File: src/rtl/dm_pkg.sv
// rtl/dm_pkg.sv - shared Data_Memory access types, DMCtrl codes and legality rule
package dm_pkg;

    localparam logic [2:0] DM_B  = 3'b000;
    localparam logic [2:0] DM_H  = 3'b001;
    localparam logic [2:0] DM_W  = 3'b010;
    localparam logic [2:0] DM_BU = 3'b100;
    localparam logic [2:0] DM_HU = 3'b101;

    typedef enum logic {
        PORT0 = 1'b0,
        PORT1 = 1'b1
    } port_id_t;

    typedef struct packed {
        logic        valid;
        port_id_t    port;
        logic        err;
        logic [31:0] data;
    } dm_resp_t;

    // Unsigned widths have no store form; unused DMCtrl codes are never legal.
    function automatic logic dm_legal(input logic [2:0] ctrl, input logic [1:0] addr_lo,
                                      input logic we);
        logic ok;
        case (ctrl)
            DM_B:    ok = 1'b1;
            DM_BU:   ok = !we;
            DM_H:    ok = !addr_lo[0];
            DM_HU:   ok = !we && !addr_lo[0];
            DM_W:    ok = (addr_lo == 2'b00);
            default: ok = 1'b0;
        endcase
        return ok;
    endfunction

endpackage

File: src/rtl/dm_align_check.sv
// rtl/dm_align_check.sv - width/alignment legality of the granted access
module dm_align_check
    import dm_pkg::*;
(
    input  logic [2:0] ctrl,
    input  logic [1:0] addr_lo,
    input  logic       we,
    output logic       legal
);

    assign legal = dm_legal(ctrl, addr_lo, we);

endmodule

File: src/rtl/dm_arbiter.sv
// rtl/dm_arbiter.sv - two-port Data_Memory arbiter with starvation guard and registered response
module dm_arbiter
    import dm_pkg::*;
#(
    parameter int STARVE_MAX = 4
) (
    input  logic        clk,
    input  logic        rst,

    input  logic        p0_req,
    input  logic [31:0] p0_addr,
    input  logic [31:0] p0_wdata,
    input  logic        p0_we,
    input  logic [2:0]  p0_ctrl,
    output logic        p0_gnt,
    output logic        p0_rvalid,
    output logic [31:0] p0_rdata,
    output logic        p0_err,

    input  logic        p1_req,
    input  logic [31:0] p1_addr,
    input  logic [31:0] p1_wdata,
    input  logic        p1_we,
    input  logic [2:0]  p1_ctrl,
    output logic        p1_gnt,
    output logic        p1_rvalid,
    output logic [31:0] p1_rdata,
    output logic        p1_err,

    output logic [31:0] dm_Address,
    output logic [31:0] dm_DataWr,
    output logic        dm_DMWr,
    output logic [2:0]  dm_DMCtrl,
    input  logic [31:0] dm_DataRd
);

    localparam logic [3:0] STARVE_LIM = 4'(STARVE_MAX);

    logic [3:0]  starve_cnt;
    logic        at_limit;
    logic        g0;
    logic        g1;
    logic        accept;
    logic        legal;
    logic [31:0] sel_addr;
    logic [31:0] sel_wdata;
    logic [2:0]  sel_ctrl;
    logic        sel_we;
    dm_resp_t    resp;

    // Port 0 wins contention until port 1 has waited STARVE_MAX grants; reset blocks both.
    always_comb begin
        at_limit = (starve_cnt == STARVE_LIM);
        g0       = 1'b0;
        g1       = 1'b0;
        if (!rst) begin
            if (p0_req && p1_req) begin
                g0 = !at_limit;
                g1 = at_limit;
            end else begin
                g0 = p0_req;
                g1 = p1_req;
            end
        end
    end

    assign accept = g0 | g1;
    assign p0_gnt = g0;
    assign p1_gnt = g1;

    always_comb begin
        sel_addr  = '0;
        sel_wdata = '0;
        sel_ctrl  = DM_B;
        sel_we    = 1'b0;
        if (g1) begin
            sel_addr  = p1_addr;
            sel_wdata = p1_wdata;
            sel_ctrl  = p1_ctrl;
            sel_we    = p1_we;
        end else if (g0) begin
            sel_addr  = p0_addr;
            sel_wdata = p0_wdata;
            sel_ctrl  = p0_ctrl;
            sel_we    = p0_we;
        end
    end

    dm_align_check u_align_check (
        .ctrl    (sel_ctrl),
        .addr_lo (sel_addr[1:0]),
        .we      (sel_we),
        .legal   (legal)
    );

    assign dm_Address = sel_addr;
    assign dm_DataWr  = sel_wdata;
    assign dm_DMCtrl  = sel_ctrl;
    assign dm_DMWr    = accept && sel_we && legal;

    always_ff @(posedge clk or posedge rst) begin
        if (rst) begin
            starve_cnt <= '0;
        end else if (g1 || !p1_req) begin
            starve_cnt <= '0;
        end else if (g0 && (starve_cnt < STARVE_LIM)) begin
            starve_cnt <= starve_cnt + 4'd1;
        end
    end

    // Read data is captured from the combinational memory port in the granted cycle.
    always_ff @(posedge clk or posedge rst) begin
        if (rst) begin
            resp <= '0;
        end else begin
            resp.valid <= accept;
            resp.port  <= g1 ? PORT1 : PORT0;
            resp.err   <= accept && !legal;
            resp.data  <= (accept && !sel_we && legal) ? dm_DataRd : '0;
        end
    end

    assign p0_rvalid = resp.valid && (resp.port == PORT0);
    assign p1_rvalid = resp.valid && (resp.port == PORT1);
    assign p0_err    = p0_rvalid && resp.err;
    assign p1_err    = p1_rvalid && resp.err;
    assign p0_rdata  = p0_rvalid ? resp.data : '0;
    assign p1_rdata  = p1_rvalid ? resp.data : '0;

endmodule

File: config.mk
export PLATFORM = sky130hd
export DESIGN_NAME = dm_arbiter
export DESIGN_NICKNAME = d
export VERILOG_FILES = /design/src/rtl/dm_pkg.sv /design/src/rtl/dm_align_check.sv /design/src/rtl/dm_arbiter.sv
export SDC_FILE = /design/constraint.sdc
export NUM_CORES = 1
export LEC_CHECK = 0
export ABC_CLOCK_PERIOD_IN_PS = 4400
export BUFFER_PORTS_ARGS = -buffer_cell sky130_fd_sc_hd__buf_4
export CORE_AREA = 2 2 119 121
export CTS_BUF_LIST = sky130_fd_sc_hd__clkbuf_16
export DETAILED_ROUTE_END_ITERATION = 16
export DIE_AREA = 0 0 121 123
export HOLD_SLACK_MARGIN = 0.03
export SLEW_MARGIN = 20
export SYNTH_ARGS = -nofsm -noshare
export SYNTH_HDL_FRONTEND = slang
export SYNTH_SLANG_ARGS = --single-unit
File: constraint.sdc
create_clock -name clk -period 4.4 [get_ports clk]
set_input_delay 0.88 -clock clk [delete_from_list [all_inputs] [get_ports clk]]
set_output_delay 0.88 -clock clk [all_outputs]
set_load 0.005 [all_outputs]
==> metrics.txt <==
drt total wl=14.1 mm; area of the multi-input gates=between 1500 and 2000 um2; CTS tree=done; Final setup viols=0; dpl hpwl=11.9 mm; CTS Hold Bufs=0; count of cell types in the netlist=26; setup TNS=0 ps; area grow syn2layout=99.4%; crit path DAT=around 2700 ps; Clk Latency, worst-skew pair=between 200 and 300 ps; Congestion Overflow GR=0; Final Net Count=767; Async SR Flop Fraction=1.00; Finished Cell Area=about 5300 um2; Num CTS Buffers=5; hold slack=approximately 550 ps; Ys Warns=0; 1st-iter DRT viols=132; status=finished clean; Worst setup SP type=register; Synth Area in Adders=0.00946; io pins=a little over 300; fin crit share=0.811; count leader, synth=a22o_1; die area=roughly 15000 um2; combinational family with the most area after synthesis=simple AND/OR/NAND/NOR gates; area leader, netlist=dfrtp_1; Post-Syn Area=roughly 2600 um2; CP Class=reg2out; synthesis-stage register bit count=39; vias in the first global route=about 3400; Storage cell area=just under 1000 um2; Cells after Synth=305; Worst Path Max Fanout=63; # rows=43; DR WL/cell=around 18 um; Buf/Inv on CP=3; Critical Path, Cell by Cell=inv_1 -> ha_1 -> nand3b_4 -> a211oi_4 -> buf_4 -> a22o_1 -> buf_4; RSZ-0062 raised after global routing=false; syn nets=roughly 480; HP Class=reg2reg; Synth Area per Inst=~8.7 um2; Area contributors post-synth=dfrtp_1 37%, a22o_1 22%, and2_1 8.3%; core box area=around 14000 um2; maximum clock insertion buffer count=2; first-pass iteration count of the detailed router=4; antenna violations before repair=2; IO buf count=309; slew at the pin with the worst max-slew slack=around 950 ps; DP Area=approximately 5100 um2; simple-gate portion of the synthesized area=0.300; setup repair bufs after CTS=0; fmax=~0.28 GHz; total leakage power=around 3 nW; Total GRT Usage=0.175; top cells by count, synth=65 x a22o_1, 39 x dfrtp_1, 39 x nor2_1, 35 x and2_1, 33 x and3_1; via count=between 3000 and 4000; clk sinks=39; fillers=1400; layout cells sized above 1=0.556; max-cap viol count=0; # H-tree levels=2; largest net degree at the start of global routing=64; Synth top area share=0.369; vias per inst=about 4.5; pwr/cell area=214 nW/um2; DRT antenna net count=0; crit-path max cell delay=approximately 600 ps; maximum VDD drop=0.133 mV; first-pass GRT wire length=slightly below 20 mm; Slowest cell on crit path=buf_4; Die Height=approximately 120 um; Final Core Density=0.388; post-synthesis sequential area ratio=0.369; CP delay by family, top=compound AO/OA/AOI/OAI gates; DRC violations left=0; predominant post-synthesis flop cell=dfrtp_1; Compound-Gate Fraction of Synth Area=0.253; WP data required=3520 ps; global placement routability congestion=slightly below 0.8; Fin Clk Skew=between 4 and 5 ps; CP endpoint kind=primary output; Initial Util=0.194; clock root buffer=clkbuf_16; Tot Pwr=1.13 mW; die width=121 um; post-layout minimum cycle time=3570 ps; max-slew violations=0; multiplexer area fraction after synthesis=0.00378; CP dominant cell by count=buf_4; CTS clock-pin slew for the worst setup and hold paths=about 60 ps; XOR/XNOR Fraction of Synth Area=0.00331; post-CTS sizing=0; Slew HR=0.363; final hold viol count=0; Post-synth EDFFs=0
==> metal layers <==
layer | global-route usage | wire length [um] | vias to the layer above
li1 | - | - | 1681
met1 | 0.213 | 5530 | 1653
met2 | 0.297 | 7120 | 177
met3 | 0.0554 | 1280 | 13
met4 | 0.0465 | 155 | 2
met5 | 0 | 13 | -
==> stage by stage <==
step / setup WS, ps / cells
final: 834 / 775
after detailed placement: 979 / 766
after CTS: 869 / 774
after global placement: 1050 / 766
after global routing: 731 / 774
after floorplan: 720 / 305
==> state kept, by name, indices dropped and copies added, names as in the netlist <==
signal,cells
starve_cnt,4
resp,35
==> logic make-up (layout without fill, tap and decap cells) <==
family                     Yosys count  count (layout)
AOI/OAI and AO/OA                   76              76
adders and majority gates            2               2
xor gates and xnor gates             1               1
other                                0               1
DFF                                 39              39
buffers and inverters               40             329
muxes                                1               1
and+or+nand+nor                    146             146
==> worst reg2reg max path: stages, from the launching register on <==
cell and delay, ps:
dfrtp_1 410, inv_1 80, ha_1 200, nand3b_4 110
a211oi_4 500, a22oi_1 290, a21oi_4 710, nor2_1 140
==> cell type report <==
class	instances	share of cell area
repair buffers	314	0.447
clock inverters	3	0.00830
well taps	180	0.0427
diodes	1	0.000474
inverters	7	0.00498
multi-input cells	226	0.288
flip-flops and latches	39	0.185
clock buffers	5	0.0237
==> placed cells by master, fill, tap and decap left out, types with 2 or more instances in the layout <==
cell,count
and2_1,35
clkbuf_16,5
or4_1,2
a31oi_1,3
a22o_1,65
nor2_1,38
ha_1,2
dfrtp_1,39
a22oi_1,3
buf_4,314
nand3_1,32
and3_1,33
inv_1,6
==> power breakdown <==
group          switching [mW]  leakage, nW  internal [mW]
Combinational           0.131         2.38          0.201
Clock                   0.140       0.0838          0.267
Sequential             0.0152        0.523          0.377
Total                   0.286         2.99          0.845
==> worst paths after layout <==
path                                from              to  slack, ps  depth (start not counted)
setup / recovery           starve_cnt[0]  dm_Address[24]        830                          7
hold / removal             starve_cnt[3]   starve_cnt[3]        550                          2
setup reg to reg           starve_cnt[0]         resp[1]       1820                          7
hold reg to reg            starve_cnt[3]   starve_cnt[3]        550                          2
max in group asynchronous            rst         resp[3]       3290                          3
min in group asynchronous            rst        resp[33]        760                          3
No activity file was read; power rests on OpenSTA's default activity.
